===== src/rtl/or1200_ss_retchk_pkg.sv =====
// Shared types and constants for the shadow-stack return-address checker.
package or1200_ss_retchk_pkg;

  localparam int OR1200_SSCHK_FIFO_DEPTH = 4;
  localparam int OR1200_SSCHK_CNT_W      = 16;

  localparam logic [1:0] OR1200_SSCHK_NONE      = 2'b00;
  localparam logic [1:0] OR1200_SSCHK_MISMATCH  = 2'b01;
  localparam logic [1:0] OR1200_SSCHK_UNDERFLOW = 2'b10;
  localparam logic [1:0] OR1200_SSCHK_ORPHAN    = 2'b11;

  typedef struct packed {
    logic        udf;
    logic [31:0] ra;
  } ss_entry_t;

  typedef enum logic {
    ST_IDLE   = 1'b0,
    ST_REPORT = 1'b1
  } chk_state_t;

endpackage


===== src/rtl/or1200_ss_retchk_fifo.sv =====
// Synchronous FIFO holding popped shadow entries until their return resolves.
module or1200_ss_fifo #(
  parameter int DEPTH = 4,
  parameter int W     = 33
) (
  input  logic         clk,
  input  logic         rst,
  input  logic         push,
  input  logic         pop,
  input  logic         flush,
  input  logic [W-1:0] din,
  output logic [W-1:0] head,
  output logic         full,
  output logic         empty
);

  localparam int AW = $clog2(DEPTH);
  localparam logic [AW:0] FULL_CNT = (AW+1)'(DEPTH);

  logic [W-1:0]  mem [DEPTH];
  logic [AW-1:0] wr_ptr;
  logic [AW-1:0] rd_ptr;
  logic [AW:0]   count;
  logic          push_ok;
  logic          pop_ok;

  assign empty   = (count == '0);
  assign full    = (count == FULL_CNT);
  assign pop_ok  = pop && !empty;
  // A push into a full FIFO is only legal when the head leaves in the same cycle.
  assign push_ok = push && (!full || pop_ok);
  assign head    = mem[rd_ptr];

  always_ff @(posedge clk or posedge rst) begin
    if (rst) begin
      wr_ptr <= '0;
      rd_ptr <= '0;
      count  <= '0;
    end else if (flush) begin
      wr_ptr <= '0;
      rd_ptr <= '0;
      count  <= '0;
    end else begin
      if (push_ok) wr_ptr <= wr_ptr + 1'b1;
      if (pop_ok)  rd_ptr <= rd_ptr + 1'b1;
      case ({push_ok, pop_ok})
        2'b10:   count <= count + 1'b1;
        2'b01:   count <= count - 1'b1;
        default: count <= count;
      endcase
    end
  end

  always_ff @(posedge clk) begin
    if (push_ok && !flush) mem[wr_ptr] <= din;
  end

endmodule


===== src/rtl/or1200_ss_retchk.sv =====
// Pairs popped shadow-stack entries with resolved return targets and reports violations.
module or1200_ss_retchk
  import or1200_ss_retchk_pkg::*;
#(
  parameter int FIFO_DEPTH = OR1200_SSCHK_FIFO_DEPTH,
  parameter int CNT_W      = OR1200_SSCHK_CNT_W
) (
  input  logic             clk,
  input  logic             rst,
  input  logic             ex_freeze,
  input  logic             chk_en,
  input  logic             pop_valid,
  input  logic [31:0]      pop_ra,
  input  logic             pop_empty,
  input  logic             ret_valid,
  input  logic [31:0]      ret_target,
  input  logic [31:0]      ret_pc,
  output logic             viol_req,
  input  logic             viol_ack,
  output logic [1:0]       viol_code,
  output logic [31:0]      viol_pc,
  output logic [31:0]      viol_exp,
  output logic [31:0]      viol_act,
  output logic             viol_lost,
  output logic [CNT_W-1:0] match_cnt,
  output logic [CNT_W-1:0] viol_cnt,
  output logic             busy
);

  chk_state_t state_q, state_d;

  logic      acc_pop, acc_ret;
  logic      q_full, q_empty, q_push, q_pop;
  ss_entry_t q_head, pop_entry, cmp_entry;
  logic      has_entry;

  logic        viol, match;
  logic [1:0]  v_code;
  logic [31:0] v_pc, v_exp, v_act;

  assign acc_pop   = pop_valid && !ex_freeze && chk_en;
  assign acc_ret   = ret_valid && !ex_freeze && chk_en;
  assign pop_entry = '{udf: pop_empty, ra: pop_ra};

  // Empty queue with a same-cycle pop: the ret consumes the pop directly.
  assign has_entry = !q_empty || acc_pop;
  assign cmp_entry = q_empty ? pop_entry : q_head;
  assign q_pop     = acc_ret && !q_empty;
  assign q_push    = acc_pop && !(acc_ret && q_empty) && (!q_full || q_pop);

  or1200_ss_fifo #(
    .DEPTH (FIFO_DEPTH),
    .W     (33)
  ) u_fifo (
    .clk   (clk),
    .rst   (rst),
    .push  (q_push),
    .pop   (q_pop),
    .flush (!chk_en),
    .din   (pop_entry),
    .head  (q_head),
    .full  (q_full),
    .empty (q_empty)
  );

  always_comb begin
    viol   = 1'b0;
    match  = 1'b0;
    v_code = OR1200_SSCHK_NONE;
    v_pc   = '0;
    v_exp  = '0;
    v_act  = '0;
    if (acc_ret) begin
      v_pc  = ret_pc;
      v_act = ret_target;
      if (!has_entry) begin
        viol   = 1'b1;
        v_code = OR1200_SSCHK_ORPHAN;
      end else if (cmp_entry.udf) begin
        viol   = 1'b1;
        v_code = OR1200_SSCHK_UNDERFLOW;
      end else if (cmp_entry.ra != ret_target) begin
        viol   = 1'b1;
        v_code = OR1200_SSCHK_MISMATCH;
        v_exp  = cmp_entry.ra;
      end else begin
        match = 1'b1;
      end
    end else if (acc_pop && q_full) begin
      // No dequeue this cycle, so a full queue has to drop the pop.
      viol   = 1'b1;
      v_code = OR1200_SSCHK_ORPHAN;
      v_exp  = pop_ra;
    end
  end

  always_comb begin
    state_d = state_q;
    case (state_q)
      ST_IDLE:   if (viol) state_d = ST_REPORT;
      ST_REPORT: if (viol_ack) state_d = ST_IDLE;
      default:   state_d = ST_IDLE;
    endcase
  end

  always_ff @(posedge clk or posedge rst) begin
    if (rst) begin
      state_q   <= ST_IDLE;
      viol_code <= '0;
      viol_pc   <= '0;
      viol_exp  <= '0;
      viol_act  <= '0;
      viol_lost <= 1'b0;
      match_cnt <= '0;
      viol_cnt  <= '0;
    end else begin
      state_q <= state_d;
      if (viol && state_q == ST_IDLE) begin
        viol_code <= v_code;
        viol_pc   <= v_pc;
        viol_exp  <= v_exp;
        viol_act  <= v_act;
      end
      if (viol && state_q == ST_REPORT) viol_lost <= 1'b1;
      if (match && match_cnt != '1) match_cnt <= match_cnt + 1'b1;
      if (viol && viol_cnt != '1)   viol_cnt  <= viol_cnt + 1'b1;
    end
  end

  assign viol_req = (state_q == ST_REPORT);
  assign busy     = !q_empty || (state_q != ST_IDLE);

endmodule


===== config.mk =====
export PLATFORM = sky130hd
export DESIGN_NAME = or1200_ss_retchk
export DESIGN_NICKNAME = d
export VERILOG_FILES = /design/src/rtl/or1200_ss_retchk_pkg.sv /design/src/rtl/or1200_ss_retchk_fifo.sv /design/src/rtl/or1200_ss_retchk.sv
export SDC_FILE = /design/constraint.sdc
export NUM_CORES = 1
export LEC_CHECK = 0
export CAP_MARGIN = 30
export CORE_MARGIN = 5
export CORE_UTILIZATION = 25
export DETAILED_ROUTE_END_ITERATION = 8
export SKIP_CTS_REPAIR_TIMING = 1
export SYNTH_ARGS = -nofsm -noshare
export SYNTH_HDL_FRONTEND = slang
export SYNTH_HIERARCHICAL = 1
export SYNTH_SLANG_ARGS = --single-unit

===== constraint.sdc =====
create_clock -name clk -period 4.84 [get_ports clk]
set_clock_uncertainty 0.1 [all_clocks]
set_input_delay 0.968 -clock clk [delete_from_list [all_inputs] [get_ports clk]]
set_output_delay 0.968 -clock clk [all_outputs]
set_load 0.01 [all_outputs]

==> impl_results.md, run 1 <==
* CTS tree: done
* Synth Area in Simple Gates at 0.106
* Synth Area in Compound Gates at 0.0799
* Area leader, netlist: edfxtp_1
* P&R area growth vs syn at 36.0%
* Number of global-route vias before repair at 8102
* Setup CP Type: reg2reg
* Hold Startpoint: viol_exp[28]$_DFFE_PP0P_
* Post-synthesis mux area share at 0.0942
* CP cell instances: nor3_2, buf_12, mux2i_1, xnor2_1, nor4_1, nand4_1, buf_4, o31ai_4, buf_4, o21ai_0
* Post-Synth Adder-Cell Area at 0.00806
* Critical path destination: viol_pc[22]$_DFFE_PP0P_
* Drt wl/cell at about 19 µm
* Register area at 7440 µm²
* Buf/Inv on CP at 3
* Critical path peak fanout at 45
* RSZ-0062 raised after global routing: false
* Power Total at 5.54 mW
* Vias at 8039
* Mean post-synth cell area at 13.0 µm²
* Clk sinks at roughly 270
* Worst-Skew Late Latency at 530 ps
* Most used cell, CP: buf_4
* Initial antenna violation count at 5
* Max IR drop VDD at 0.000191 V
* Root Driver: clkbuf_16
* Setup TNS at 0 ps
* Commonest cells after routing, fill and taps aside: clkdlybuf4s50_1, nand2_1, dfrtp_1
* Initial core utilization at 0.253
* Clock Pin Slew Worst Setup and Hold Paths at 60 ps
* Syn_nets at 1018
* Worst hold path class: reg2reg
* Drt first pass iters at 5
* Max-slew headroom at 0.342
* Buffers from clock root to sink, at most at 3
* Cells after Synth at 907
* Critical R2R Capture: viol_pc[22]$_DFFE_PP0P_
* Crit path max-delay family: simple AND/OR/NAND/NOR gates
* Largest family of logic cells by synthesized area: simple AND/OR/NAND/NOR gates
* Layout net count at 1256
* Max Cap Viol at 0
* Residual DRC at 0
* Tmin final at just over 4000 ps
* CP Data Arrival Time at 4420 ps
* Post-Syn Area at roughly 12000 µm²
* FF+latch count, synth at 271
* Share of the synthesized area in the top cell type at 0.336
* EDFF count, synth at 132
* Die H at 227 µm
* Top cells by area, synth: edfxtp_1, dfrtp_1, mux4_2, nand2_1, o21ai_0
* Final count of hold timing violations at 0
* Share of cells above drive strength 1 at 0.110
* GRT Total Usage at 0.129
* Reg2reg path depth at 10
* Layout fillers at 4603
* Final period util at 0.857
* LEAKAGE at 6.07 nW
* Multi-input gate area at 4030 µm²
* R2r setup slk at between 600 and 700 ps
* DP HPWL at approximately 24 mm
* Post-Synth XOR/XNOR Area at 0.0490
* Setup crit end kind: flop
* Core area at 46700 µm²
* Most common cell after layout, fill and taps aside: clkdlybuf4s50_1
* Post-synth cell types at 51
* Placer Congestion at between 0.7 and 0.8
* Peak Freq at approximately 240 MHz
* GR Overflow Total at 0
* Crit start category: flop
* Routed Antenna Nets at 0
* Synth Flop Type: dfrtp_1
* First-pass GRT wire length at 50.9 mm
* Htree depth at 2
* Cell Pwr Density at roughly 350 nW/µm²
* Crit path required time at ~5100 ps
* Chip Width at 227 µm
* Status: completed
* Synth warnings at 6
* Pin count of the biggest net entering global routing at 96
* Slowest stage delay, CP at 680 ps
* WL final at between 30 and 40 mm
* DIE AREA at 51600 µm²
* Slew @ Worst Pin at between 900 and 1000 ps
* Slew Viols, Final at 0
* Sequential share of the synthesized area at 0.631
* Share of flip-flops with an asynchronous set or reset at 0.513
* IO Port Bufs at 236
* Final Util at 0.344
* Rows at 79
* Final setup fails at 0
* Crit path from: u_fifo/count[1]$_DFFE_PP0P_
* CP max stage cell: nor3_2
* DR iter-0 viols at 620
* Via density at 4.52
* TritonCTS buffer count at 34
* Worst R2R Start: u_fifo/count[1]$_DFFE_PP0P_
* I/O pin cnt at 237
* Critical path depth at 10
-- where the power goes --
part	internal, mW	switching, mW	leakage [nW]
clock network	1.51	0.993	0.542
registers	2.48	0.0491	3.09
logic	0.252	0.251	2.43
-- synthesized netlist by cell type (all sizes together), types with 2 or more instances --
library cell  count
a211oi            2
a21oi             4
a2bb2oi          32
and2              4
and3              8
and4              2
buf              31
clkbuf           28
dfrtp           139
edfxtp          132
ha                6
inv              10
mux2              3
mux2i            33
mux4             33
nand2           171
nand2b            4
nand3            15
nand3b            3
nand4            14
nor2             13
nor3             14
nor3b             7
nor4             10
nor4b             2
o211ai            2
o21a              2
o21ai           100
o21bai            2
o22ai             2
o31ai             3
or2               2
or3b              2
xnor2            47
xor2             19
-- cells by family (layout without fill, tap and decap cells) --
| family | count (synthesis) | after routing |
|---|---|---|
| buffers and inverters | 69 | 333 |
| other | 0 | 1 |
| DFF | 271 | 271 |
| adders and majority gates | 7 | 7 |
| AOI/OAI and AO/OA | 153 | 153 |
| and+or+nand+nor | 272 | 272 |
| xor gates and xnor gates | 66 | 66 |
| muxes | 69 | 69 |
-- cell type report --
cell class	count	area share
Tap cell	607	0.0473
Multi-Input combinational cell	567	0.251
Antenna cell	1	0.000156
Inverter	10	0.00265
Sequential cell	271	0.464
Clock buffer	44	0.0573
Timing Repair Buffer	261	0.165
Clock inverter	18	0.0120
-- metal layers --
| metal | vias to the layer above | track usage | wire (µm) |
|---|---|---|---|
| met2 | 237 | 0.205 | 15800 |
| met3 | 48 | 0.0426 | 2740 |
| met5 | - | 0 | 61 |
| met4 | 8 | 0.0359 | 648 |
| li1 | 3773 | - | - |
| met1 | 3973 | 0.170 | 14700 |
-- stage by stage --
step / area, µm² / setup slack (ps) / instances / hold slack, ps
after floorplan: 11800 / -263 / 907 / 403
after global placement: 14900 / 645 / 1716 / 359
after detailed placement: 14900 / 517 / 1716 / 370
after CTS: 16000 / 635 / 1778 / 383
after global routing: 16000 / 327 / 1778 / 398
final: 16000 / 693 / 1779 / 375
-- worst min path at each step --
stage,endpoint,depth (start not counted)
final,viol_exp[28]$_DFFE_PP0P_,2
after global routing,viol_act[18]$_DFFE_PP0P_,2
after CTS,viol_exp[7]$_DFFE_PP0P_,2
after detailed placement,viol_exp[21]$_DFFE_PP0P_,2
after global placement,viol_lost$_DFFE_PP0P_,2
after floorplan,viol_lost$_DFFE_PP0P_,2
-- sequential cells by signal (all words and copies together) (netlist names) --
name           cells
viol_code          2
u_fifo/count       3
viol_req           1
u_fifo/wr_ptr      2
viol_pc           32
viol_act          32
viol_exp          32
viol_cnt          16
match_cnt         16
viol_lost          1
u_fifo/rd_ptr      2
u_fifo/mem       132
-- worst reg2reg max path, stage by stage, from the launching register on --
cell and delay (ps):
dfrtp_1 520, nor3_2 680, buf_12 260, mux2i_1 390, xnor2_1 110, nor4_1 390
nand4_1 280, buf_4 260, o31ai_4 380, buf_4 420, o21ai_0 200
(Power assumes the default switching activity.)
==> run 2: changes to the inputs <==
--- a/config.mk
+++ b/config.mk
@@ -8,9 +8,11 @@
 export CAP_MARGIN = 30
 export CORE_MARGIN = 5
 export CORE_UTILIZATION = 25
+export CTS_BUF_LIST = sky130_fd_sc_hd__clkbuf_16
 export DETAILED_ROUTE_END_ITERATION = 8
 export SKIP_CTS_REPAIR_TIMING = 1
 export SYNTH_ARGS = -nofsm -noshare
 export SYNTH_HDL_FRONTEND = slang
 export SYNTH_HIERARCHICAL = 1
 export SYNTH_SLANG_ARGS = --single-unit
+export TNS_END_PERCENT = 1
==> impl_results.md, run 2 (same netlist as run 1, synthesis figures left out) <==
* Core area at 46700 µm²
* Reg2reg path depth at 10
* Rows at 79
* P&R area growth vs syn at 35.9%
* Pre-CTS WS at approximately 520 ps
* Register area at approximately 7400 µm²
* Placed insts at 1716
* Buffers from clock root to sink, at most at 3
* Placer Congestion at 0.796
* Multi-input gate area at 4030 µm²
* Peak Freq at 240 MHz
* DIE AREA at 51600 µm²
* CTS tree: done
* Chip Width at roughly 230 µm
* Worst setup margin at 670 ps
* TritonCTS buffer count at 34
* Max IR drop VDD at 0.000191 V
* Final period util at 0.861
* Initial core utilization at 0.253
* Max Cap Viol at 0
* Max-slew headroom at 0.339
* Drt first pass iters at 4
* Power Total at between 5 and 6 mW
* Crit path required time at 5120 ps
* Share of cells above drive strength 1 at 0.109
* Cell depth of the worst min-delay path at 2
* Initial antenna violation count at 5
* Root Driver: clkbuf_16
* Vias at 8057
* GR Overflow Total at 0
* Slew Viols, Final at 0
* Worst hold path class: reg2reg
* Slew @ Worst Pin at 990 ps
* CP Data Arrival Time at 4450 ps
* Setup crit end kind: flop
* Tmin final at ~4200 ps
* Number of global-route vias before repair at 8101
* Status: completed
* Layout fillers at 4604
* DR iter-0 viols at 614
* I/O pin cnt at between 200 and 250
* RSZ-0062 raised after global routing: false
* Worst-Skew Late Latency at 530 ps
* First-pass GRT wire length at between 50 and 60 mm
* IO Port Bufs at 236
* Htree depth at 2
* Layout net count at 1256
* Critical path peak fanout at 45
* Clk sinks at 271
* Drt wl/cell at 19.1 µm
* Setup CP Type: reg2reg
* Final Util at 0.344
* Clock Pin Slew Worst Setup and Hold Paths at 60 ps
* WL final at about 34 mm
* Most common cell after layout, fill and taps aside: clkdlybuf4s50_1
* Hold slack final at 375 ps
* GRT Total Usage at 0.129
* Routed Antenna Nets at 0
* Final setup fails at 0
* Max reg flops at 132
* Final count of hold timing violations at 0
* Cell Pwr Density at 344 nW/µm²
* Via density at between 4 and 5
* Most flops, register: u_fifo/mem
* Residual DRC at 0
* DP HPWL at between 20 and 25 mm
* Pin count of the biggest net entering global routing at 96
* Die H at 227 µm
* Crit start category: flop
* Layout Cells excl Fill at 1779
* LEAKAGE at 6.09 nW
* Commonest cells after routing, fill and taps aside: clkdlybuf4s50_1, nand2_1, dfrtp_1
==> run 2: changes by cell type in the layout (fill, tap and decap cells not counted), sizes merged <==
cell / before / now
inv: 10 / 18
clkbuf: 44 / 35
clkinv: 14 / 15
==> run 2: cell type report <==
cell class,instances,area share
clock buffer,35,0.0546
antenna,1,0.000156
timing repair buffer,261,0.165
tap,607,0.0474
multi-input combinational,567,0.251
inverter,10,0.00265
clock inverter,27,0.0141
sequential,271,0.464
==> run 2: routing by layer <==
metal  vias to the layer above  GRT usage  part of all wire
met5                         -          0            0.0018
met2                       249      0.205              0.46
met3                        48     0.0426             0.084
met1                      3980      0.171              0.43
met4                         8     0.0359             0.019
li1                       3772          -                 -
==> run 2: power by group <==
| part | internal [mW] | switching (mW) | total [mW] |
|---|---|---|---|
| Sequential | 2.48 | 0.0491 | 2.53 |
| Combinational | 0.252 | 0.251 | 0.504 |
| Clock | 1.48 | 0.997 | 2.48 |
| Total | 4.22 | 1.30 | 5.51 |
==> run 2: worst paths after layout <==
path                       slack (ps)                   startpoint                           to
setup / recovery                  670  u_fifo/count[1]$_DFFE_PP0P_      viol_pc[22]$_DFFE_PP0P_
hold / removal                    370     viol_exp[28]$_DFFE_PP0P_     viol_exp[28]$_DFFE_PP0P_
setup reg to reg                  670  u_fifo/count[1]$_DFFE_PP0P_      viol_pc[22]$_DFFE_PP0P_
hold reg to reg                   370     viol_exp[28]$_DFFE_PP0P_     viol_exp[28]$_DFFE_PP0P_
max in group asynchronous        2950                          rst     viol_exp[28]$_DFFE_PP0P_
min in group asynchronous         750                          rst  u_fifo/count[1]$_DFFE_PP0P_
==> run 2: per-stage QoR <==
stage	TNS (ps)	instance area, µm²
5_1_grt	0	16000
2_1_floorplan	-34700	11800
3_5_place_dp	0	14900
3_3_place_gp	0	14900
4_1_cts	0	16000
6_report	0	16000
==> run 2: worst max-delay path, stage by stage (launching register included) <==
cell     delay [ps]
dfrtp_1         520
nor3_2          690
buf_12          260
mux2i_1         370
xnor2_1         110
nor4_1          390
nand4_1         290
buf_4           260
o31ai_4         380
buf_4           410
o21ai_0         180
==> run 3: changes to the inputs <==
--- a/config.mk
+++ b/config.mk
@@ -11,6 +11,7 @@
 export CTS_BUF_LIST = sky130_fd_sc_hd__clkbuf_16
 export DETAILED_ROUTE_END_ITERATION = 8
 export SKIP_CTS_REPAIR_TIMING = 1
+export SLEW_MARGIN = 0
 export SYNTH_ARGS = -nofsm -noshare
 export SYNTH_HDL_FRONTEND = slang
 export SYNTH_HIERARCHICAL = 1
==> results of run 3 <==
Final layout, timing and power as in run 2 (identical DEF).
